File: src/rtl/stopwatch_pkg.sv
// Shared types and digit limits for the stopwatch controller.
package stopwatch_pkg;

  typedef enum logic [2:0] {
    StIdle    = 3'b100,
    StRunning = 3'b001,
    StPaused  = 3'b010,
    StLap     = 3'b011
  } sw_state_t;

  localparam int unsigned CS_MAX    = 9;
  localparam int unsigned SEC_T_MAX = 5;
  localparam int unsigned MIN_T_MAX = 5;
  localparam int unsigned DIGIT_MAX = 9;

  // Next value of a packed MM:SS.cc BCD time, wrapping 59:59.99 to zero.
  function automatic logic [23:0] sw_time_inc(input logic [23:0] t);
    logic [23:0] r;
    logic        carry;
    logic [3:0]  lim;
    r     = t;
    carry = 1'b1;
    for (int i = 0; i < 6; i++) begin
      lim = (i == 3) ? 4'(SEC_T_MAX) : (i == 5) ? 4'(MIN_T_MAX) : 4'(CS_MAX);
      if (carry) begin
        if (r[i*4 +: 4] == lim) begin
          r[i*4 +: 4] = 4'd0;
        end else begin
          r[i*4 +: 4] = r[i*4 +: 4] + 4'd1;
          carry       = 1'b0;
        end
      end
    end
    return r;
  endfunction

endpackage

File: src/rtl/bcd_digit.sv
// One BCD counter digit 0..MAX with synchronous clear and ripple carry out.
module bcd_digit #(
  parameter int unsigned MAX = 9
) (
  input  logic       clk,
  input  logic       rst,
  input  logic       i_inc,
  input  logic       i_clr,
  output logic [3:0] o_q,
  output logic       o_carry
);

  localparam logic [3:0] LP_MAX = 4'(MAX);

  logic [3:0] r_q;

  always_ff @(posedge clk or posedge rst) begin
    if (rst) begin
      r_q <= 4'd0;
    end else if (i_clr) begin
      r_q <= 4'd0;
    end else if (i_inc) begin
      r_q <= (r_q == LP_MAX) ? 4'd0 : r_q + 4'd1;
    end
  end

  assign o_q     = r_q;
  assign o_carry = i_inc & (r_q == LP_MAX);

endmodule

File: src/rtl/stopwatch_ctrl.sv
// Stopwatch sequencer: button sync/edge detect, run/pause/lap FSM, prescaler, BCD time chain.
// Lap feature is built only when STOPWATCH_LAP_EN is defined.
module stopwatch_ctrl
  import stopwatch_pkg::*;
#(
  parameter int unsigned TICK_DIV = 1
) (
  input  logic        clk,
  input  logic        rst,
  input  logic        i_btn_start,
  input  logic        i_btn_lap,
  input  logic        i_btn_clear,
  output logic [23:0] o_digits,
  output logic [2:0]  o_state,
  output logic        o_running,
  output logic        o_lap_active,
  output logic        o_overflow
);

  localparam int unsigned PRE_W = (TICK_DIV > 1) ? $clog2(TICK_DIV) : 1;
  localparam logic [PRE_W-1:0] LP_PRE_LAST = PRE_W'(TICK_DIV - 1);

  logic r_start_s1, r_start_s2, r_start_h;
  logic r_clear_s1, r_clear_s2, r_clear_h;
  logic w_ev_start, w_ev_clear, w_ev_lap;

  always_ff @(posedge clk or posedge rst) begin
    if (rst) begin
      r_start_s1 <= 1'b0;
      r_start_s2 <= 1'b0;
      r_start_h  <= 1'b0;
      r_clear_s1 <= 1'b0;
      r_clear_s2 <= 1'b0;
      r_clear_h  <= 1'b0;
    end else begin
      r_start_s1 <= i_btn_start;
      r_start_s2 <= r_start_s1;
      r_start_h  <= r_start_s2;
      r_clear_s1 <= i_btn_clear;
      r_clear_s2 <= r_clear_s1;
      r_clear_h  <= r_clear_s2;
    end
  end

  assign w_ev_start = r_start_s2 & ~r_start_h;
  assign w_ev_clear = r_clear_s2 & ~r_clear_h;

`ifdef STOPWATCH_LAP_EN
  logic r_lap_s1, r_lap_s2, r_lap_h;

  always_ff @(posedge clk or posedge rst) begin
    if (rst) begin
      r_lap_s1 <= 1'b0;
      r_lap_s2 <= 1'b0;
      r_lap_h  <= 1'b0;
    end else begin
      r_lap_s1 <= i_btn_lap;
      r_lap_s2 <= r_lap_s1;
      r_lap_h  <= r_lap_s2;
    end
  end

  assign w_ev_lap = r_lap_s2 & ~r_lap_h;
`else
  logic w_unused_lap;
  assign w_unused_lap = i_btn_lap;
  assign w_ev_lap     = 1'b0;
`endif

  sw_state_t r_state, w_state_next;
  logic      r_running;

  always_comb begin
    w_state_next = r_state;
    case (r_state)
      StIdle:    if (w_ev_start) w_state_next = StRunning;
      StRunning: begin
        if (w_ev_start)    w_state_next = StPaused;
        else if (w_ev_lap) w_state_next = StLap;
      end
      StLap: begin
        if (w_ev_start)    w_state_next = StPaused;
        else if (w_ev_lap) w_state_next = StRunning;
      end
      StPaused: begin
        if (w_ev_clear)      w_state_next = StIdle;
        else if (w_ev_start) w_state_next = StRunning;
      end
      default:   w_state_next = StIdle;
    endcase
  end

  always_ff @(posedge clk or posedge rst) begin
    if (rst) begin
      r_state   <= StIdle;
      r_running <= 1'b0;
    end else begin
      r_state   <= w_state_next;
      r_running <= (w_state_next == StRunning) || (w_state_next == StLap);
    end
  end

  logic w_enter_idle;
  assign w_enter_idle = (w_state_next == StIdle) && (r_state != StIdle);

  logic [PRE_W-1:0] r_pre;
  logic             w_tick;

  assign w_tick = r_running && (r_pre == LP_PRE_LAST);

  always_ff @(posedge clk or posedge rst) begin
    if (rst) begin
      r_pre <= '0;
    end else if (w_enter_idle || w_tick) begin
      r_pre <= '0;
    end else if (r_running) begin
      r_pre <= r_pre + 1'b1;
    end
  end

  logic [3:0] w_cs_o, w_cs_t, w_sec_o, w_sec_t, w_min_o, w_min_t;
  logic [5:0] w_carry;
  logic [23:0] w_live;

  bcd_digit #(.MAX(DIGIT_MAX)) u_cs_o (
    .clk(clk), .rst(rst), .i_inc(w_tick), .i_clr(w_enter_idle),
    .o_q(w_cs_o), .o_carry(w_carry[0])
  );
  bcd_digit #(.MAX(CS_MAX)) u_cs_t (
    .clk(clk), .rst(rst), .i_inc(w_carry[0]), .i_clr(w_enter_idle),
    .o_q(w_cs_t), .o_carry(w_carry[1])
  );
  bcd_digit #(.MAX(DIGIT_MAX)) u_sec_o (
    .clk(clk), .rst(rst), .i_inc(w_carry[1]), .i_clr(w_enter_idle),
    .o_q(w_sec_o), .o_carry(w_carry[2])
  );
  bcd_digit #(.MAX(SEC_T_MAX)) u_sec_t (
    .clk(clk), .rst(rst), .i_inc(w_carry[2]), .i_clr(w_enter_idle),
    .o_q(w_sec_t), .o_carry(w_carry[3])
  );
  bcd_digit #(.MAX(DIGIT_MAX)) u_min_o (
    .clk(clk), .rst(rst), .i_inc(w_carry[3]), .i_clr(w_enter_idle),
    .o_q(w_min_o), .o_carry(w_carry[4])
  );
  bcd_digit #(.MAX(MIN_T_MAX)) u_min_t (
    .clk(clk), .rst(rst), .i_inc(w_carry[4]), .i_clr(w_enter_idle),
    .o_q(w_min_t), .o_carry(w_carry[5])
  );

  assign w_live = {w_min_t, w_min_o, w_sec_t, w_sec_o, w_cs_t, w_cs_o};

  // Carry out of the top digit only happens on the 59:59.99 wrap.
  logic r_overflow;

  always_ff @(posedge clk or posedge rst) begin
    if (rst) begin
      r_overflow <= 1'b0;
    end else if (w_enter_idle) begin
      r_overflow <= 1'b0;
    end else if (w_carry[5]) begin
      r_overflow <= 1'b1;
    end
  end

`ifdef STOPWATCH_LAP_EN
  logic [23:0] r_lap;
  logic        r_lap_active;
  logic        w_enter_lap;

  assign w_enter_lap = (w_state_next == StLap) && (r_state != StLap);

  // Capture the value the chain is writing this edge, so a coincident tick is included.
  always_ff @(posedge clk or posedge rst) begin
    if (rst) begin
      r_lap        <= '0;
      r_lap_active <= 1'b0;
    end else begin
      r_lap_active <= (w_state_next == StLap);
      if (w_enter_idle) begin
        r_lap <= '0;
      end else if (w_enter_lap) begin
        r_lap <= w_tick ? sw_time_inc(w_live) : w_live;
      end
    end
  end

  assign o_lap_active = r_lap_active;
  assign o_digits     = r_lap_active ? r_lap : w_live;
`else
  assign o_lap_active = 1'b0;
  assign o_digits     = w_live;
`endif

  assign o_state    = r_state;
  assign o_running  = r_running;
  assign o_overflow = r_overflow;

endmodule
File: config.mk
export PLATFORM = sky130hd
export DESIGN_NAME = stopwatch_ctrl
export DESIGN_NICKNAME = d
export VERILOG_FILES = /design/src/rtl/stopwatch_pkg.sv /design/src/rtl/bcd_digit.sv /design/src/rtl/stopwatch_ctrl.sv
export SDC_FILE = /design/constraint.sdc
export NUM_CORES = 1
export LEC_CHECK = 0
export ABC_AREA = 1
export BUFFER_PORTS_ARGS = -buffer_cell sky130_fd_sc_hd__buf_4
export CAP_MARGIN = 30
export CORE_MARGIN = 2
export CORE_UTILIZATION = 50
export DETAILED_ROUTE_END_ITERATION = 6
export PLACE_DENSITY = 0.77
export RECOVER_POWER = 25
export SLEW_MARGIN = 20
export SYNTH_ARGS = -nofsm -noshare
export SYNTH_HDL_FRONTEND = slang
export SYNTH_SLANG_ARGS = --single-unit
File: constraint.sdc
create_clock -name clk -period 2.5 [get_ports clk]
set_input_delay 0.25 -clock clk [delete_from_list [all_inputs] [get_ports clk]]
set_output_delay 0.25 -clock clk [all_outputs]
set_load 0.02 [all_outputs]
* Word level (Yosys, flattened, before mapping)
Index checks and enable logic that the tools add are counted.
** Storage, ports and cells
- Output and inout port bits :: 30
- Bits in registers :: 36
- Logic and storage cells :: 87
- Bits of input ports :: 5
** Operators by class
- Bitwise gates (word level) :: 11
- Eq/ne operators :: 14
- Mux-type cells :: 26
- Add/sub/neg operators :: 7
- Reductions and logical operators :: 13
** Operator list (number)
- two-way mux 4 bit :: 18
- adder 4 x 1 -> 4 bit, second input constant :: 6
- equality test 4 bit, second input constant :: 4
- nonzero test 2 bit :: 8
- equality test 3 x 2 -> 1 bit, second input constant :: 3
- two-way mux 3 bit :: 3
- one-hot mux 3 bit (3 select lines) :: 1
- AND 1 bit :: 8
- equality test 4 x 3 -> 1 bit, second input constant :: 2
- equality test 3 x 1 -> 1 bit, second input constant :: 2
- equality test 3 bit, second input constant :: 2
- two-way mux 1 bit :: 4
- inequality test 3 bit, second input constant :: 1
- NOT 1 bit :: 3
- logical AND 1 bit :: 2
- logical OR 1 bit :: 2
- OR reduction 2 bit :: 1
- adder 1 bit, second input constant :: 1

* Logic depth before layout (Yosys ltp)
- Word-level depth :: 10
- Mapped depth :: 11
- Gate-level depth less buffers :: 11

* Cells and area by module
A second synthesis with hierarchy kept.
** Second synthesis, totals
- Cells, all modules :: 280
- Area total of the unflattened synthesis :: 2113.3 µm²
** Modules (own cells, without submodules)
- bcd_digit (u_cs_o ...) :: area each 269.0 µm², times used 4, cells an instance 37, seq. area each 100.1 µm²
- bcd_digit (u_min_t ...) :: area each 266.5 µm², times used 2, cells an instance 41, seq. area each 100.1 µm²
- stopwatch_ctrl :: area each 504.2 µm², times used 1, cells an instance 50, seq. area each 301.5 µm²

* Worst setup path after synthesis
Ideal clock, no wire load.
- Path type :: reg2reg
- From :: register u_cs_o.r_q[0] (netlist: u_cs_o.o_q[0])
- To :: register u_min_t.r_q[0] (netlist: u_min_t.o_q[0])
- Period minus slack after synthesis :: 1566 ps
- Buffers on the path :: 0
- Arrival time :: 1449 ps
- Stages on the path, launching flop included :: 9
- Library setup time :: 117 ps
- Data required time :: 2383 ps
- Slack :: 934 ps
- Cell sequence :: dfrtp_1 ha_1 nand2_2 nor2_4 nand3_4 nor2_4 nand3_2 nand3_1 nand2_1
** Between the ends
- Cells in the longest elaborated chain, start to end :: 7
** Ends and longest elaborated chain
- start: declaration :: RTL line bcd_digit.sv:15 : logic [3:0] r_q;
- start signal: assignment :: RTL line bcd_digit.sv:23 : r_q <= (r_q == LP_MAX) ? 4'd0 : r_q + 4'd1;
- equality test 4 bit :: RTL line bcd_digit.sv:28 : assign o_carry = i_inc & (r_q == LP_MAX);
- AND 1 bit (5 in series) :: RTL line bcd_digit.sv:28
- nonzero test 2 bit (no source line)
- end signal: assignment :: RTL line bcd_digit.sv:23
- end: declaration :: RTL line bcd_digit.sv:15
No other way between the ends.
A chain may end at the register's enable or synchronous reset.

* Worst setup path after layout
- From :: register u_cs_t.r_q[1] (netlist: u_cs_t.o_q[1])
- To :: register u_min_t.r_q[2] (netlist: u_min_t.o_q[2])
** Between the ends
- Cells in the longest elaborated chain, start to end :: 6
** Ends and longest elaborated chain (RTL line)
- start: declaration :: bcd_digit.sv:15
- start signal: assignment :: bcd_digit.sv:23
- equality test 4 bit :: bcd_digit.sv:28
- AND 1 bit (4 in series) :: bcd_digit.sv:28
- nonzero test 2 bit (no source line)
No other way between the ends.

==> reports/results.ini <==
[synth]
yosys.cell_count.top_type = sky130_fd_sc_hd__nand2_1
share_of_async_settable_or_async_resettable_flops_after_synthesis_pct = 100.0
ys.warnings.count = 0
post_synth_most_frequent_cells = 47 x sky130_fd_sc_hd__nand2_1, 35 x sky130_fd_sc_hd__dfrtp_1, 31 x sky130_fd_sc_hd__inv_1
yosysUniqueCellTypes = 30
synth_seq_cells = 36
synth_largest_type_area_fraction_pct = 43.40
most_area_consuming_cells_after_synthesis = sky130_fd_sc_hd__dfrtp_1 43%, sky130_fd_sc_hd__nand2_1 8.7%, sky130_fd_sc_hd__ha_1 7.4%
syn_area_per_cell_um2 = 8.662
synthDominantAreaCellType = sky130_fd_sc_hd__dfrtp_1
syn_inst = 233
postSynthNetCount = 250
number_of_synthesized_flops_with_an_enable_pin = 0
synth-main-ff-cell = sky130_fd_sc_hd__dfrtp_1
fraction_of_the_yosys_area_taken_by_sequential_cells_pct = 44.70
post_synth_instance_area_um2 = 2018

[grt]
globalRoute.totalOverflow = 0
first_global_vias = 1410
grt_antenna_before_repair = 0
grt_start_max_net_pins = 37
grt_util_all_layers_pct = 17.68
global_route_wire_length_before_repair_mm = 6.147

[floorplanning]
die_area_um2 = 4560
initial_core_util_pct = 51.19
die_width_um = 67.53
core_area_um2 = 3943
core.rowCount = 23
fp.dieH_um = 67.53
ios = 35

[status]
status = finished, final reports clean

[final_layout]
antenna-diode-count = 0
finish.net_count = 287
flow.area_growth_from_synthesis_pct = 18.72
fraction_of_final_layout_cells_with_drive_strength_greater_than_1_pct = 25.09
fillCellCount = 342

[clocking]
ctsHtreeMaxLevel = 2
clkTransAtPathRegs_ps = 70
clockBufferDepth = 2
cts_tree = built
cts.repair.resized = 0
root_buffer = sky130_fd_sc_hd__clkbuf_8
cts_buffer_count = 5
clock-sinks = 36
clock_latency_ps = 280
hold_buffers = 0
cts.repair_timing.setup_buffer_count = 0

[worst_setup_path]
crit_top_cell = sky130_fd_sc_hd__nor2_4
crit_path_cells = inv_1 > ha_1 > nand2_2 > nor2_4 > nand3_4 > nor2_4 > nand3_2 > nand3_1 > nand2_1
cp-end-kind = flip-flop
crit-reg2reg-launch = u_cs_t.o_q[1]
critPathArrivalTime_ps = 1840
cp_max_fo = 8
crit_path_top_delay_cell = sky130_fd_sc_hd__dfrtp_1
worst-setup-path-type = reg2reg
crit_path_start = u_cs_t.o_q[1]
cp_required_ps = 2660
startpoint_type_of_the_worst_setup_path = flip-flop
critical_path.max_stage_delay_ps = 410

[job]
drv.max_cap_violation_count = 0

[route]
ant_nets = 0
detail_route.first_pass.iterations = 4
vias_per_cell = 4.969
detail_route.iter0.violations = 82
remaining_routing_drc_violations = 0
vias = 1595
routed_wl_mm = 3.636
route.detailed.wl_per_inst_um = 11.33

[timing]
skew_ps = 7.392
setup_slack_ps = 824.2
finalSetupTns_ps = 0
post_layout_minimum_cycle_time_ps = 1676
final_min_period_over_clock_period_pct = 67.03
finalHoldWorstSlack_ps = 75.86
clock.fmax_mhz = 596.7
slew-limit-headroom_pct = 59.57
finalSetupViolCount = 0
finalHoldViolCount = 0
rsz0062_at_grt = no
worst_tran_pin_value_ps = 601.9
final-max-slew-violation-count = 0

[place]
dp_hpwl_mm = 2.575
portBuffers = 32
gp_routability_congestion = 0.7880
place_worst_setup_slack_ps = 829.3

[power]
vdd.ir_drop.worst_uv = 587.2
power.leakage_uw = 0.001262
pwr_density_cell_nw_per_um2 = 650.0

[worst_hold_path]
min-delay-path-class = in2async

==> path summary, 6_finish.rpt <==
kind                                       end  slack [ps]  depth (start not counted)
min in group clk                    r_start_s1         100                          1
max in group asynchronous           o_state[2]        2090                          3
worst max register to register  u_min_t.o_q[2]         820                          9
worst min register to register      r_clear_s2         350                          0
worst min-delay path            u_min_t.o_q[0]          80                          3
worst max-delay path            u_min_t.o_q[2]         820                          9
==> flip-flops by register name (all words and copies together), names as in the netlist <==
name         count
r_start_s2       1
r_clear_s2       1
u_cs_o.o_q       4
r_clear_h        1
r_start_s1       1
u_min_t.o_q      4
r_start_h        1
u_cs_t.o_q       4
o_state          3
u_min_o.o_q      4
o_running        1
r_pre            1
u_sec_t.o_q      4
o_overflow       1
u_sec_o.o_q      4
r_clear_s1       1
==> worst max-delay path: cells and delay by family (launching register included) <==
| kind | cells | cell delay, ps |
|---|---|---|
| simple gates | 7 | 920 |
| fa+ha+maj | 1 | 150 |
| buf+inv | 1 | 80 |
| flops | 1 | 410 |
==> cells in the final DEF, fill, tap and decap left out <==
| master | instances |
|---|---|
| sky130_fd_sc_hd__conb_1 | 1 |
| sky130_fd_sc_hd__nand2_1 | 47 |
| sky130_fd_sc_hd__nand3_4 | 2 |
| sky130_fd_sc_hd__o21ai_0 | 5 |
| sky130_fd_sc_hd__a21oi_1 | 16 |
| sky130_fd_sc_hd__xor2_1 | 4 |
| sky130_fd_sc_hd__a21oi_2 | 1 |
| sky130_fd_sc_hd__nor2_8 | 1 |
| sky130_fd_sc_hd__nor3_1 | 3 |
| sky130_fd_sc_hd__dfrtp_1 | 35 |
| sky130_fd_sc_hd__inv_1 | 31 |
| sky130_fd_sc_hd__clkinvlp_4 | 1 |
| sky130_fd_sc_hd__clkbuf_8 | 6 |
| sky130_fd_sc_hd__a211oi_1 | 1 |
| sky130_fd_sc_hd__nand2_2 | 4 |
| sky130_fd_sc_hd__or2_2 | 2 |
| sky130_fd_sc_hd__ha_1 | 12 |
| sky130_fd_sc_hd__nand3_2 | 3 |
| sky130_fd_sc_hd__clkinv_2 | 1 |
| sky130_fd_sc_hd__nand4_1 | 7 |
| sky130_fd_sc_hd__inv_2 | 6 |
| sky130_fd_sc_hd__nand3_1 | 17 |
| sky130_fd_sc_hd__a32o_1 | 1 |
| sky130_fd_sc_hd__xnor2_1 | 3 |
| sky130_fd_sc_hd__clkbuf_4 | 3 |
| sky130_fd_sc_hd__nand2_4 | 1 |
| sky130_fd_sc_hd__buf_4 | 30 |
| sky130_fd_sc_hd__dfstp_2 | 1 |
| sky130_fd_sc_hd__o21ai_1 | 2 |
| sky130_fd_sc_hd__nor2_4 | 6 |
| sky130_fd_sc_hd__clkbuf_1 | 1 |
| sky130_fd_sc_hd__o21bai_1 | 1 |
| sky130_fd_sc_hd__nor2_1 | 16 |
==> layer usage <==
metal  global-route usage, %  up-vias  share of wire (%)
li1                        -      816                  -
met1                   23.68      752                 47
met2                   28.43       22                 49
met3                   4.000        5                3.3
met4                   5.612        0               0.96
met5                       0        -                  0
==> cell type report <==
cell class              instances  area [µm²]  share of cell area (%)
clock buffers                   7       86.33                   3.603
well taps                      50       62.56                   2.611
inverters                      38       143.9                   6.005
clock inverters                 1       7.507                  0.3133
repair buffers                 33       247.7                   10.34
multi-input cells             156       945.9                   39.48
flip-flops and latches         36       902.1                   37.65
==> through the flow <==
stage	instance area [µm²]	instances	util (%)	power (µW)
2_1_floorplan	2018	233	-	1047
3_3_place_gp	2302	313	58.39	1136
3_5_place_dp	2302	313	58.39	1147
4_1_cts	2396	321	60.77	1579
5_1_grt	2396	321	60.77	1654
6_report	2396	321	60.77	1557
==> where the power goes <==
part / internal, µW / switching (µW)
clock network: 224 / 201
logic: 129 / 323
registers: 632 / 49.0
==> logic make-up after synthesis <==
family / after synthesis / share of synthesized area [%]
compound gates: 27 / 7.378
xor+xnor: 7 / 3.038
fa+ha+maj: 12 / 7.439
buf+inv: 41 / 8.431
flops: 36 / 44.70
other cells: 1 / 0.1858
simple gates: 109 / 28.83
No activity file was read; power rests on OpenSTA's default activity.
